`config.mk`:
```
export PLATFORM = sky130hd
export DESIGN_NAME = bus_master_tx
export DESIGN_NICKNAME = d
export VERILOG_FILES = /design/src/rtl/bus_pkg.sv /design/src/rtl/bus_master_tx.sv
export SDC_FILE = /design/constraint.sdc
export NUM_CORES = 1
export LEC_CHECK = 0
export ABC_AREA = 0
export CORE_UTILIZATION = 44
export DETAILED_ROUTE_END_ITERATION = 8
export HOLD_SLACK_MARGIN = 0.1
export PLACE_DENSITY_LB_ADDON = 0.25
export SLEW_MARGIN = 20
export SYNTH_ARGS = -nofsm -noshare
export SYNTH_HDL_FRONTEND = slang
export SYNTH_SLANG_ARGS = --single-unit
```
`constraint.sdc`:
```
create_clock -name clk -period 4.1 [get_ports clk]
set_clock_uncertainty 0.05 [all_clocks]
set_input_delay 0.82 -clock clk [delete_from_list [all_inputs] [get_ports clk]]
set_output_delay 0.82 -clock clk [all_outputs]
set_load 0.05 [all_outputs]
```
`src/rtl/bus_pkg.sv`:
```
// Shared definitions for the dValid/dAck byte bus: master FSM states and
// transfer timing constants.
package bus_pkg;

  typedef enum logic [1:0] {IDLE, VALID, GAP} bus_mst_state_t;

  localparam int BUS_MIN_VALID = 2;
  localparam int BUS_MAX_VALID = 4;
  localparam int BUS_DATA_W    = 8;

endpackage

```
`src/rtl/bus_master_tx.sv`:
```
// Upstream master for the dValid/dAck byte bus: takes bytes from a ready/valid
// source and holds dValid for MIN_VALID..MAX_VALID clocks. BUS_MASTER_RETRY_EN
// enables per-byte retries after a timeout.
module bus_master_tx
  import bus_pkg::*;
#(
  parameter int DATA_W    = BUS_DATA_W,
  parameter int MIN_VALID = BUS_MIN_VALID,
  parameter int MAX_VALID = BUS_MAX_VALID,
  parameter int RETRY_MAX = 2
) (
  input  logic              clk,
  input  logic              reset,
  input  logic              src_valid,
  input  logic [DATA_W-1:0] src_data,
  output logic              src_ready,
  input  logic              dAck,
  output logic              dValid,
  output logic [DATA_W-1:0] data,
  output logic              done,
  output logic              err
);

  localparam int CW = (MAX_VALID > 1) ? $clog2(MAX_VALID) : 1;

  if (MIN_VALID < 1 || MAX_VALID < MIN_VALID || RETRY_MAX < 0) begin : g_cfg_bad
    $error("bus_master_tx: illegal MIN_VALID/MAX_VALID/RETRY_MAX");
  end

  bus_mst_state_t    state, state_d;
  logic [CW-1:0]     cnt, cnt_d;
  logic [DATA_W-1:0] hold;
  logic              load, done_d, err_d;

`ifdef BUS_MASTER_RETRY_EN
  localparam int RW = (RETRY_MAX > 0) ? $clog2(RETRY_MAX + 1) : 1;
  logic [RW-1:0] rty, rty_d;
  logic          rty_pend, rty_pend_d;
`endif

  always_comb begin
    state_d = state;
    cnt_d   = cnt;
    load    = 1'b0;
    done_d  = 1'b0;
    err_d   = 1'b0;
`ifdef BUS_MASTER_RETRY_EN
    rty_d      = rty;
    rty_pend_d = rty_pend;
`endif
    case (state)
      IDLE: begin
        if (src_valid) begin
          load    = 1'b1;
          cnt_d   = '0;
          state_d = VALID;
`ifdef BUS_MASTER_RETRY_EN
          rty_d   = '0;
`endif
        end
      end
      VALID: begin
        // ack is tested first so it wins over a same-cycle timeout
        if (dAck && cnt >= CW'(MIN_VALID - 1)) begin
          state_d = GAP;
          done_d  = 1'b1;
        end else if (cnt == CW'(MAX_VALID - 1)) begin
          state_d = GAP;
`ifdef BUS_MASTER_RETRY_EN
          if (rty < RW'(RETRY_MAX)) begin
            rty_d      = rty + 1'b1;
            rty_pend_d = 1'b1;
          end else begin
            err_d = 1'b1;
          end
`else
          err_d = 1'b1;
`endif
        end else begin
          cnt_d = cnt + 1'b1;
        end
      end
      GAP: begin
        cnt_d   = '0;
        state_d = IDLE;
`ifdef BUS_MASTER_RETRY_EN
        if (rty_pend) begin
          state_d    = VALID;
          rty_pend_d = 1'b0;
        end
`endif
      end
      default: state_d = IDLE;
    endcase
  end

  always_ff @(posedge clk or negedge reset) begin
    if (!reset) begin
      state <= IDLE;
      cnt   <= '0;
      hold  <= '0;
      done  <= 1'b0;
      err   <= 1'b0;
`ifdef BUS_MASTER_RETRY_EN
      rty      <= '0;
      rty_pend <= 1'b0;
`endif
    end else begin
      state <= state_d;
      cnt   <= cnt_d;
      done  <= done_d;
      err   <= err_d;
      if (load) hold <= src_data;
`ifdef BUS_MASTER_RETRY_EN
      rty      <= rty_d;
      rty_pend <= rty_pend_d;
`endif
    end
  end

  assign src_ready = (state == IDLE);
  assign dValid    = (state == VALID);
  assign data      = hold;

endmodule
```
# --- After elaboration in Yosys (flattened, before gate mapping) ---
# Cells that the tools add are included.
classes:
  order_cmp: 1
  n_reduce_logical: 5
  n_mux: 15
  addsub: 1
  n_eq_ne: 7
ops:
  columns: ["operator", "count"]
  rows:
  - ["$mux 2", 6]
  - ["$mux 1", 7]
  - ["$ne 2x2->1 const B", 3]
  - ["$pmux 2 s3", 1]
  - ["$eq 2x2->1 const B", 2]
  - ["$pmux 2 s2", 1]
  - ["$reduce_and 4->1", 1]
  - ["$ne 3x1->1 const B", 1]
  - ["$reduce_bool 3->1", 1]
  - ["$add 2x1->2 const B", 1]
  - ["$eq 2x1->1 const B", 1]
  - ["$ge 2x1->1 const B", 1]
  - ["$logic_not 2->1", 1]
  - ["$reduce_and 2->1", 1]
  - ["$logic_and 1x1->1", 1]
word_totals:
  in_bits: 12
  output_inout_bits: 12
  word_cells: 34
  reg_bits: 14

# --- Logic depth before layout (Yosys ltp) ---
# Gate-level depths: netlist of the first run.
logic_depth:
  depth_word: 4
  mapped_depth: 5

# --- Least setup slack after synthesis of the first run ---
# Ideal clock, no wire load.
synth_timing:
  path_kind: "register to register"
  from: "register state[0]"
  to: "register hold[0], in the netlist data[0]"
  synth_period_minus_slack_ps: 1981
  setup_slack_ps: 2119
  required_ps: 3925
  stages_incl_launch_ff: 5
  arrival_time_ps: 1806
  cell_sequence: "dfrtp_1 > nor2_1 > and2_4 > buf_6 > mux2_4"
synth_via:
  elab_chain_cells: 2
synth_lines:
  columns: ["element", "line_no", "text"]
  rows:
  - ["start, declared", "bus_master_tx.sv:30", "bus_mst_state_t state, state_d;"]
  - ["start signal, assigned", "bus_master_tx.sv:109", "state <= state_d;"]
  - ["$logic_not 2->1", null, null]
  - ["net src_ready", "bus_master_tx.sv:16", "output logic src_ready,"]
  - ["$mux 1", "bus_master_tx.sv:51", "case (state)"]
  - ["end signal, assigned", "bus_master_tx.sv:113", "if (load) hold <= src_data;"]
  - ["end, declared", "bus_master_tx.sv:32", "logic [DATA_W-1:0] hold;"]
# The timed path passes the listed nets, and every way through them passes these cells.
# A chain may end at the register's enable or synchronous reset.

# --- Worst setup path in the final report of the first run ---
layout_timing:
  from: "register state[1]"
  to: "output dValid"
layout_via:
  elab_chain_cells: 1
layout_lines:
  columns: ["element", "line_no", "text"]
  rows:
  - ["$eq 2x1->1", "bus_master_tx.sv:122", "assign dValid = (state == VALID);"]
  - ["end, declared", "bus_master_tx.sv:18", "output logic dValid,"]
# No other way between the ends.

==> flow_summary.ini, run 1 <==
[floorplan]
dieArea_sq_mm = 0.00159
core-area_sq_mm = 0.00132
die_y_microns = 39.9
ios = 24
rows = 13
start_util = 0.480
die_w_microns = 39.9

[place]
gp_congestion = 0.697
port_buffers = 23
placedCellCount = 82
dp_hpwl_microns = 772
post-place-ws_ns = 1.80

[detailed_routing]
post_drt_wl_per_cell_microns = 11.9
route.vias.total = 416
vias_per_cell = 4.84
drt_pass1_iterations = 2
drc = 0
routed_wl_microns = 1020
postRouteAntennaNets = 0
drtIter0Drc = 1

[sta]
holdWs_ns = 0.462
setup_slack_ns = 1.49
rsz0062_at_grt = no
fmax_mhz = 384
final_hold_viol_count = 0
worstMarginPinSlew_ns = 0.599
min_period_ns = 2.61
slew_headroom = 0.599
fin_crit_sh = 0.636
tns_ns = 0
setup-violations-final = 0
finalMaxSlewViolations = 0

[synthesis]
synthesis.area_sq_um = 632
ys_seq_area_frac = 0.554
syn_inst = 45
ys_types = 17
ys_warn_count = 0
avgSynthCellArea_sq_um = 14.0
synth_seq_cells = 14
synth_nets = 59

[power_and_ir_drop]
p_int_mw = 0.472
pwr-share-clk = 0.112
switchingPower_mw = 0.380
combPwrFrac = 0.613
leakagePower_nw = 0.420
ir_drop_mv = 0.552
power_density_mw_per_mm2 = 941
seq_power_share = 0.275
swShare = 0.446

[global_routing]
grt_pass1_wl_microns = 1530
first_global_vias = 378
antenna_found_initial = 0
grt_usage = 0.152
grt_start_max_net_pins = 15
grt.overflow.total = 0

[cells_and_area]
final_util = 0.688
instances_no_fill = 86
fill_cells = 97
drive_gt1_frac = 0.211
final_nets = 86
num_antenna_cells = 0
syn_to_final_growth_pct = 43.4

[clocking]
path_clk_slew_ns = 0.08
cts_made_buffers = 3
clkLatencyLatePin_ns = 0.27
cts_setup_buffers = 0
cts_sinks = 14
ctsHoldBuffers = 0
clockBufferDepth = 2
cts_root_buffer = clkbuf_4
tritoncts = yes
htreeDepth = 1
cts_resized = 0

[worst_hold_path]
hold_class = flip-flop to flip-flop

[critical_path]
cp.required_ns = 3.23
critical_path_class = flip-flop to output port
critPathMaxFanout = 5
start_kind = flip-flop
arrival_ns = 1.74
cp-end-kind = output port

[job]
drv_cap = 0

[outcome]
status = finished clean
[final timing paths]
| path | depth (start not counted) | start | to | slack (ns) |
|---|---|---|---|---|
| worst max-delay path | 3 | state[1]$_DFFE_PN0P_ | dValid | 1.49 |
| worst min register to register | 1 | data[1]$_DFFE_PN0P_ | data[1]$_DFFE_PN0P_ | 0.46 |
| worst min-delay path | 1 | data[1]$_DFFE_PN0P_ | data[1]$_DFFE_PN0P_ | 0.46 |
| worst max register to register | 3 | cnt[0]$_DFFE_PN0P_ | cnt[0]$_DFFE_PN0P_ | 2.64 |
| min in group asynchronous | 1 | reset | data[7]$_DFFE_PN0P_ | 0.87 |
| max in group asynchronous | 1 | reset | data[4]$_DFFE_PN0P_ | 2.75 |
[cells in the mapped netlist]
cell type | n | share of area
dfrtp_1 | 14 | 0.55
mux2_4 | 8 | 0.19
nor2_1 | 4 | 0.024
inv_1 | 3 | 0.018
ha_1 | 2 | 0.040
nand2_1 | 2 | 0.012
nand2b_1 | 2 | 0.020
a31o_1 | 1 | 0.014
and2_4 | 1 | 0.014
and3_1 | 1 | 0.0099
buf_6 | 1 | 0.018
mux2i_1 | 1 | 0.016
nand2b_4 | 1 | 0.022
nor2b_1 | 1 | 0.0099
nor4_1 | 1 | 0.0099
o21bai_1 | 1 | 0.012
or3_4 | 1 | 0.018
[cells by family (layout without fill, tap and decap cells)]
family	after synthesis	count (layout)	share of synthesized area
fa+ha+maj	2	2	0.0396
mux	9	9	0.206
simple gates	14	14	0.139
buf+inv	4	30	0.0356
compound gates	2	2	0.0257
flops	14	14	0.554
[power groups by stage]
stage | Sequential, mW | Clock (mW) | Combinational, mW
finish | 0.234 | 0.0957 | 0.522
global placement | 0.235 | 0 | 0.520
CTS | 0.235 | 0.0996 | 0.527
global route | 0.242 | 0.106 | 0.547
detailed placement | 0.238 | 0 | 0.524
floorplan | 0.392 | 0 | 0.224
[per-layer routing]
layer	routed length (microns)	GRT usage	up-vias
met5	0	0	-
met1	464	0.182	198
met4	0	0.0259	0
met2	478	0.238	16
met3	77	0.0852	0
li1	-	-	202
[worst max-delay path, stage by stage (launching register included)]
cell	delay, ns
dfrtp_1	0.39
nand2b_4	0.16
inv_1	0.10
clkdlybuf4s50_1	0.81
[state kept, by name, indices dropped and copies added (netlist names)]
name,flops
err,1
done,1
cnt,2
data,8
state,2
[layout make-up]
cell class | instances | area [sq um] | area share
Tap cell | 15 | 18.8 | 0.0207
Multi-Input combinational cell | 27 | 259 | 0.286
Timing Repair Buffer | 23 | 230 | 0.254
Sequential cell | 14 | 350 | 0.387
Clock buffer | 4 | 36.3 | 0.0401
Inverter | 3 | 11.3 | 0.0124
[metrics by stage]
step / cell area (sq um) / power [mW]
after floorplan: 632 / 0.616
after global placement: 870 / 0.755
after global routing: 906 / 0.894
after detailed placement: 870 / 0.762
after CTS: 906 / 0.862
final: 906 / 0.852
[cells in the final DEF (no fill, tap or decap), drive strengths merged]
cell,synthesis,routed
clkdlybuf4s50,0,23
dfrtp,14,14
mux2,8,8
nor2,4,4
clkbuf,0,4
inv,3,3
nand2b,3,3
nand2,2,2
ha,2,2
and3,1,1
and2,1,1
nor2b,1,1
or3,1,1
o21bai,1,1
nor4,1,1
a31o,1,1
mux2i,1,1
No activity file was read; power rests on OpenSTA's default activity.
==> run 2, diff against run 1 <==
--- a/config.mk
+++ b/config.mk
@@ -6,7 +6,7 @@
 export NUM_CORES = 1
 export LEC_CHECK = 0
 export ABC_AREA = 0
-export CORE_UTILIZATION = 44
+export CORE_UTILIZATION = 37
 export DETAILED_ROUTE_END_ITERATION = 8
 export HOLD_SLACK_MARGIN = 0.1
 export PLACE_DENSITY_LB_ADDON = 0.25
==> constraint.sdc (replaced) <==
create_clock -name clk -period 2.25 [get_ports clk]
set_clock_uncertainty 0.05 [all_clocks]
set_input_delay 0.45 -clock clk [delete_from_list [all_inputs] [get_ports clk]]
set_output_delay 0.45 -clock clk [all_outputs]
set_load 0.05 [all_outputs]
==> run 2 against run 1 <==
The flow now finishes with violations (design-rule violations). First-iteration DRC count rose to 12 times the previous value. Non-clock buffer count unchanged. Sequential cell count stayed put. Total power rose by 83%. Setup slack got worse by 1.2 ns. Design area up 0.14%. Clock power increased by 88%. Via count rose by 0.24%.
==> flow_summary.ini, run 2 (synthesized netlist as in run 1, its figures left out) <==
[clocking]
clkLatencyLatePin_ns = 0.28
htreeDepth = 1
cts_sinks = 14
cts_setup_buffers = 0
path_clk_slew_ns = 0.08
cts_resized = 0
clockBufferDepth = 2
tritoncts = yes
cts_root_buffer = clkbuf_4
cts_made_buffers = 3
ctsHoldBuffers = 0

[global_routing]
grt_pass1_wl_microns = 1810
grt.overflow.total = 0
first_global_vias = 394
antenna_found_initial = 0
grt_start_max_net_pins = 15
grt_usage = 0.133

[outcome]
status = finished with violations
violations = design-rule violations

[cells_and_area]
syn_to_final_growth_pct = 43.6
final_nets = 86
final_util = 0.582
num_antenna_cells = 0
drive_gt1_frac = 0.225
final_cell_mix = clkdlybuf4s50_1 (21), dfrtp_1 (14), mux2_4 (8)
largest_reg_flops = 8
mostFrequentLayoutCell = clkdlybuf4s50_1
fill_cells = 131

[critical_path]
crit_family = buffers and inverters
critical_path_class = flip-flop to output port
start_kind = flip-flop
r2r_cells = 3
path_cells = clkdlybuf4s50_1
critPathMaxFanout = 2
crit_buf_inv = 1
cp.depth = 1
critPathMaxStageDelay_ns = 0.81
arrival_ns = 1.44
r2r_slack_ns = 0.79
cp.required_ns = 1.75
cp_slowest_cell = clkdlybuf4s50_1
cp-end-kind = output port

[sta]
tns_ns = 0
final_hold_viol_count = 0
holdWs_ns = 0.461
rsz0062_at_grt = no
worstMarginPinSlew_ns = 0.611
min_period_ns = 1.94
slew_headroom = 0.591
fmax_mhz = 515
finalMaxSlewViolations = 0
fin_crit_sh = 0.863
setup-violations-final = 0

[place]
gp_congestion = 0.721
port_buffers = 23

[worst_hold_path]
hold_class = flip-flop to flip-flop
whs_path_depth = 1

[detailed_routing]
drt_pass1_iterations = 5
drc = 4
highest_layer = met3
post_drt_wl_per_cell_microns = 12.7
routed_wl_microns = 1110
met1_length_microns = 513
vias_per_cell = 4.79
wl_met3_microns = 74
postRouteAntennaNets = 0
dr_wl_met2_microns = 517
route.vias.total = 417
drtIter0Drc = 12

[floorplan]
dieArea_sq_mm = 0.00188
die_w_microns = 43.3
start_util = 0.405
core-area_sq_mm = 0.00156
rows = 14
die_y_microns = 43.3
ios = 24

[power_and_ir_drop]
leakagePower_nw = 0.431
ir_drop_mv = 0.815
power_density_mw_per_mm2 = 1720

[job]
drv_cap = 0
[run 2: cell count changes in the layout (fill, tap and decap cells not counted), sizes merged]
| cell | before | now |
|---|---|---|
| clkdlybuf4s50 | 23 | 21 |
| buf | 0 | 1 |
| dlymetal6s2s | 0 | 1 |
[run 2: cell type report]
class / count / area, sq um / share of cell area
inverters: 3 / 11.3 / 0.0124
multi-input cells: 27 / 259 / 0.286
well taps: 16 / 20.0 / 0.0221
repair buffers: 23 / 230 / 0.254
flip-flops and latches: 14 / 350 / 0.386
clock buffers: 4 / 36.3 / 0.0400
[run 2: final timing paths]
| kind | startpoint | to |
|---|---|---|
| max | data[7]$_DFFE_PN0P_ | data[7] |
| max in group asynchronous | reset | data[6]$_DFFE_PN0P_ |
| min in group asynchronous | reset | err$_DFF_PN0_ |
| max reg2reg | cnt[0]$_DFFE_PN0P_ | cnt[0]$_DFFE_PN0P_ |
| min | data[1]$_DFFE_PN0P_ | data[1]$_DFFE_PN0P_ |
| min reg2reg | data[1]$_DFFE_PN0P_ | data[1]$_DFFE_PN0P_ |
[run 2: report_power, final]
part,internal (mW),switching [mW],total (mW)
Combinational,0.396,0.556,0.952
Sequential,0.361,0.0659,0.427
Clock,0.0983,0.0818,0.180
[run 2: layer usage]
metal  vias up  GRT usage
met5         -          0
met4         0     0.0563
met3         0     0.0340
met2        13      0.191
met1       202      0.192
li1        202          -
[run 2: metrics by stage]
step / std cells / setup WS [ns] / cell area (sq um) / power, mW
4_1_cts: 87 / 0.0388 / 905 / 1.58
3_5_place_dp: 83 / 0.357 / 868 / 1.39
5_1_grt: 87 / 0.262 / 907 / 1.64
2_1_floorplan: 45 / 0.269 / 632 / 1.12
6_report: 87 / 0.307 / 907 / 1.56
3_3_place_gp: 83 / 0.400 / 868 / 1.38
==> run 3, diff against run 2 <==
--- a/config.mk
+++ b/config.mk
@@ -6,6 +6,7 @@
 export NUM_CORES = 1
 export LEC_CHECK = 0
 export ABC_AREA = 0
+export CORE_ASPECT_RATIO = 0.8
 export CORE_UTILIZATION = 37
 export DETAILED_ROUTE_END_ITERATION = 8
 export HOLD_SLACK_MARGIN = 0.1
==> run 3 against run 2 <==
The run now ends clean. Final cell count grew 5.7%. Non-clock buffer count is the same. Critical path type unchanged. Clock-buffer cell count is the same. Design area grew 0.69%.
==> flow_summary.ini, run 3 (synthesized netlist as in run 1, its figures left out) <==
[outcome]
status = finished clean

[floorplan]
die_w_microns = 48.2
ios = 24
core-area_sq_mm = 0.00149
dieArea_sq_mm = 0.00188
start_util = 0.425
die_y_microns = 39.0
rows = 12

[sta]
finalMaxSlewViolations = 0
tns_ns = 0
slew_headroom = 0.607
fmax_mhz = 511
worstMarginPinSlew_ns = 0.587
rsz0062_at_grt = no
fin_crit_sh = 0.870
holdWs_ns = 0.464
final_hold_viol_count = 0
min_period_ns = 1.96
setup_slack_ns = 0.292
setup-violations-final = 0

[detailed_routing]
drc = 0
drtIter0Drc = 3
post_drt_wl_per_cell_microns = 10.6
route.vias.total = 416
vias_per_cell = 4.52
postRouteAntennaNets = 0
routed_wl_microns = 979
drt_pass1_iterations = 2

[critical_path]
start_kind = flip-flop
cp-end-kind = output port
path_cells = clkdlybuf4s50_1
startpoint = data[4]$_DFFE_PN0P_
cp.required_ns = 1.75
critPathMaxFanout = 2
crit_family = buffers and inverters
critical_path_class = flip-flop to output port
arrival_ns = 1.46
crit_buf_inv = 1
critPathMaxStageDelay_ns = 0.81
cp_slowest_cell = clkdlybuf4s50_1
worstReg2RegStart = cnt[0]$_DFFE_PN0P_

[global_routing]
grt_start_max_net_pins = 15
first_global_vias = 401
grt_usage = 0.128
grt_pass1_wl_microns = 1570
grt.overflow.total = 0
antenna_found_initial = 0

[cells_and_area]
instances_no_fill = 92
final_util = 0.614
multi_input_area_sq_um = 259
drive_gt1_frac = 0.225
stdcell_area_sq_um = 913
syn_to_final_growth_pct = 44.6
mostFrequentLayoutCell = clkdlybuf4s50_1
regArea_sq_um = 350
final_nets = 86
num_antenna_cells = 0
final_cell_mix = clkdlybuf4s50_1 (21), dfrtp_1 (14), mux2_4 (8)
fill_cells = 118
largest_reg_flops = 8

[clocking]
cts_sinks = 14
cts_setup_buffers = 0
cts_root_buffer = clkbuf_4
clockBufferDepth = 2
cts_made_buffers = 3
ctsHoldBuffers = 0
path_clk_slew_ns = 0.08
clkLatencyLatePin_ns = 0.27
tritoncts = yes
htreeDepth = 1

[power_and_ir_drop]
ir_drop_mv = 0.911
leakagePower_nw = 0.431
p_total_mw = 1.54
power_density_mw_per_mm2 = 1690

[worst_hold_path]
hold_class = flip-flop to flip-flop
hold_path.startpoint = data[5]$_DFFE_PN0P_

[place]
post-place-ws_ns = 0.373
dp_hpwl_microns = 778
gp_congestion = 0.643
dpl_cell_area_sq_um = 875
placedCellCount = 88
port_buffers = 23

[job]
drv_cap = 0
[run 3: cell counts in the layout (fill, tap and decap cells not counted)]
Identical to the previous run, type by type.
[run 3: final timing paths]
path | to | slack, ns | depth (start not counted)
hold reg to reg | data[5]$_DFFE_PN0P_ | 0.46 | 1
min in group asynchronous | data[4]$_DFFE_PN0P_ | 0.50 | 1
hold / removal | data[5]$_DFFE_PN0P_ | 0.46 | 1
setup / recovery | data[4] | 0.29 | 1
setup reg to reg | cnt[0]$_DFFE_PN0P_ | 0.82 | 3
max in group asynchronous | data[0]$_DFFE_PN0P_ | 1.27 | 1
[run 3: cell type report]
cell class / instances / area share
clock buffers: 4 / 0.0397
multi-input cells: 27 / 0.284
well taps: 21 / 0.0288
inverters: 3 / 0.0123
repair buffers: 23 / 0.252
flip-flops and latches: 14 / 0.384
[run 3: metal layers]
| layer | vias up | global-route usage | wire length, microns |
|---|---|---|---|
| li1 | 201 | - | - |
| met4 | 0 | 0.0208 | 0 |
| met5 | - | 0 | 0 |
| met1 | 200 | 0.144 | 480 |
| met3 | 0 | 0.0701 | 65 |
| met2 | 15 | 0.213 | 433 |
[run 3: what timing repair did]
| item | 4_1_cts | 5_1_grt |
|---|---|---|
| endpoints found under the setup margin | 0 | 1 |
| gates resized for setup | 0 | 1 |
| hold endpoints to repair | 0 | 0 |
[run 3: power by group]
| part | internal (mW) | switching (mW) | total (mW) |
|---|---|---|---|
| clock network | 0.0983 | 0.0728 | 0.171 |
| logic | 0.395 | 0.547 | 0.942 |
| registers | 0.362 | 0.0683 | 0.430 |
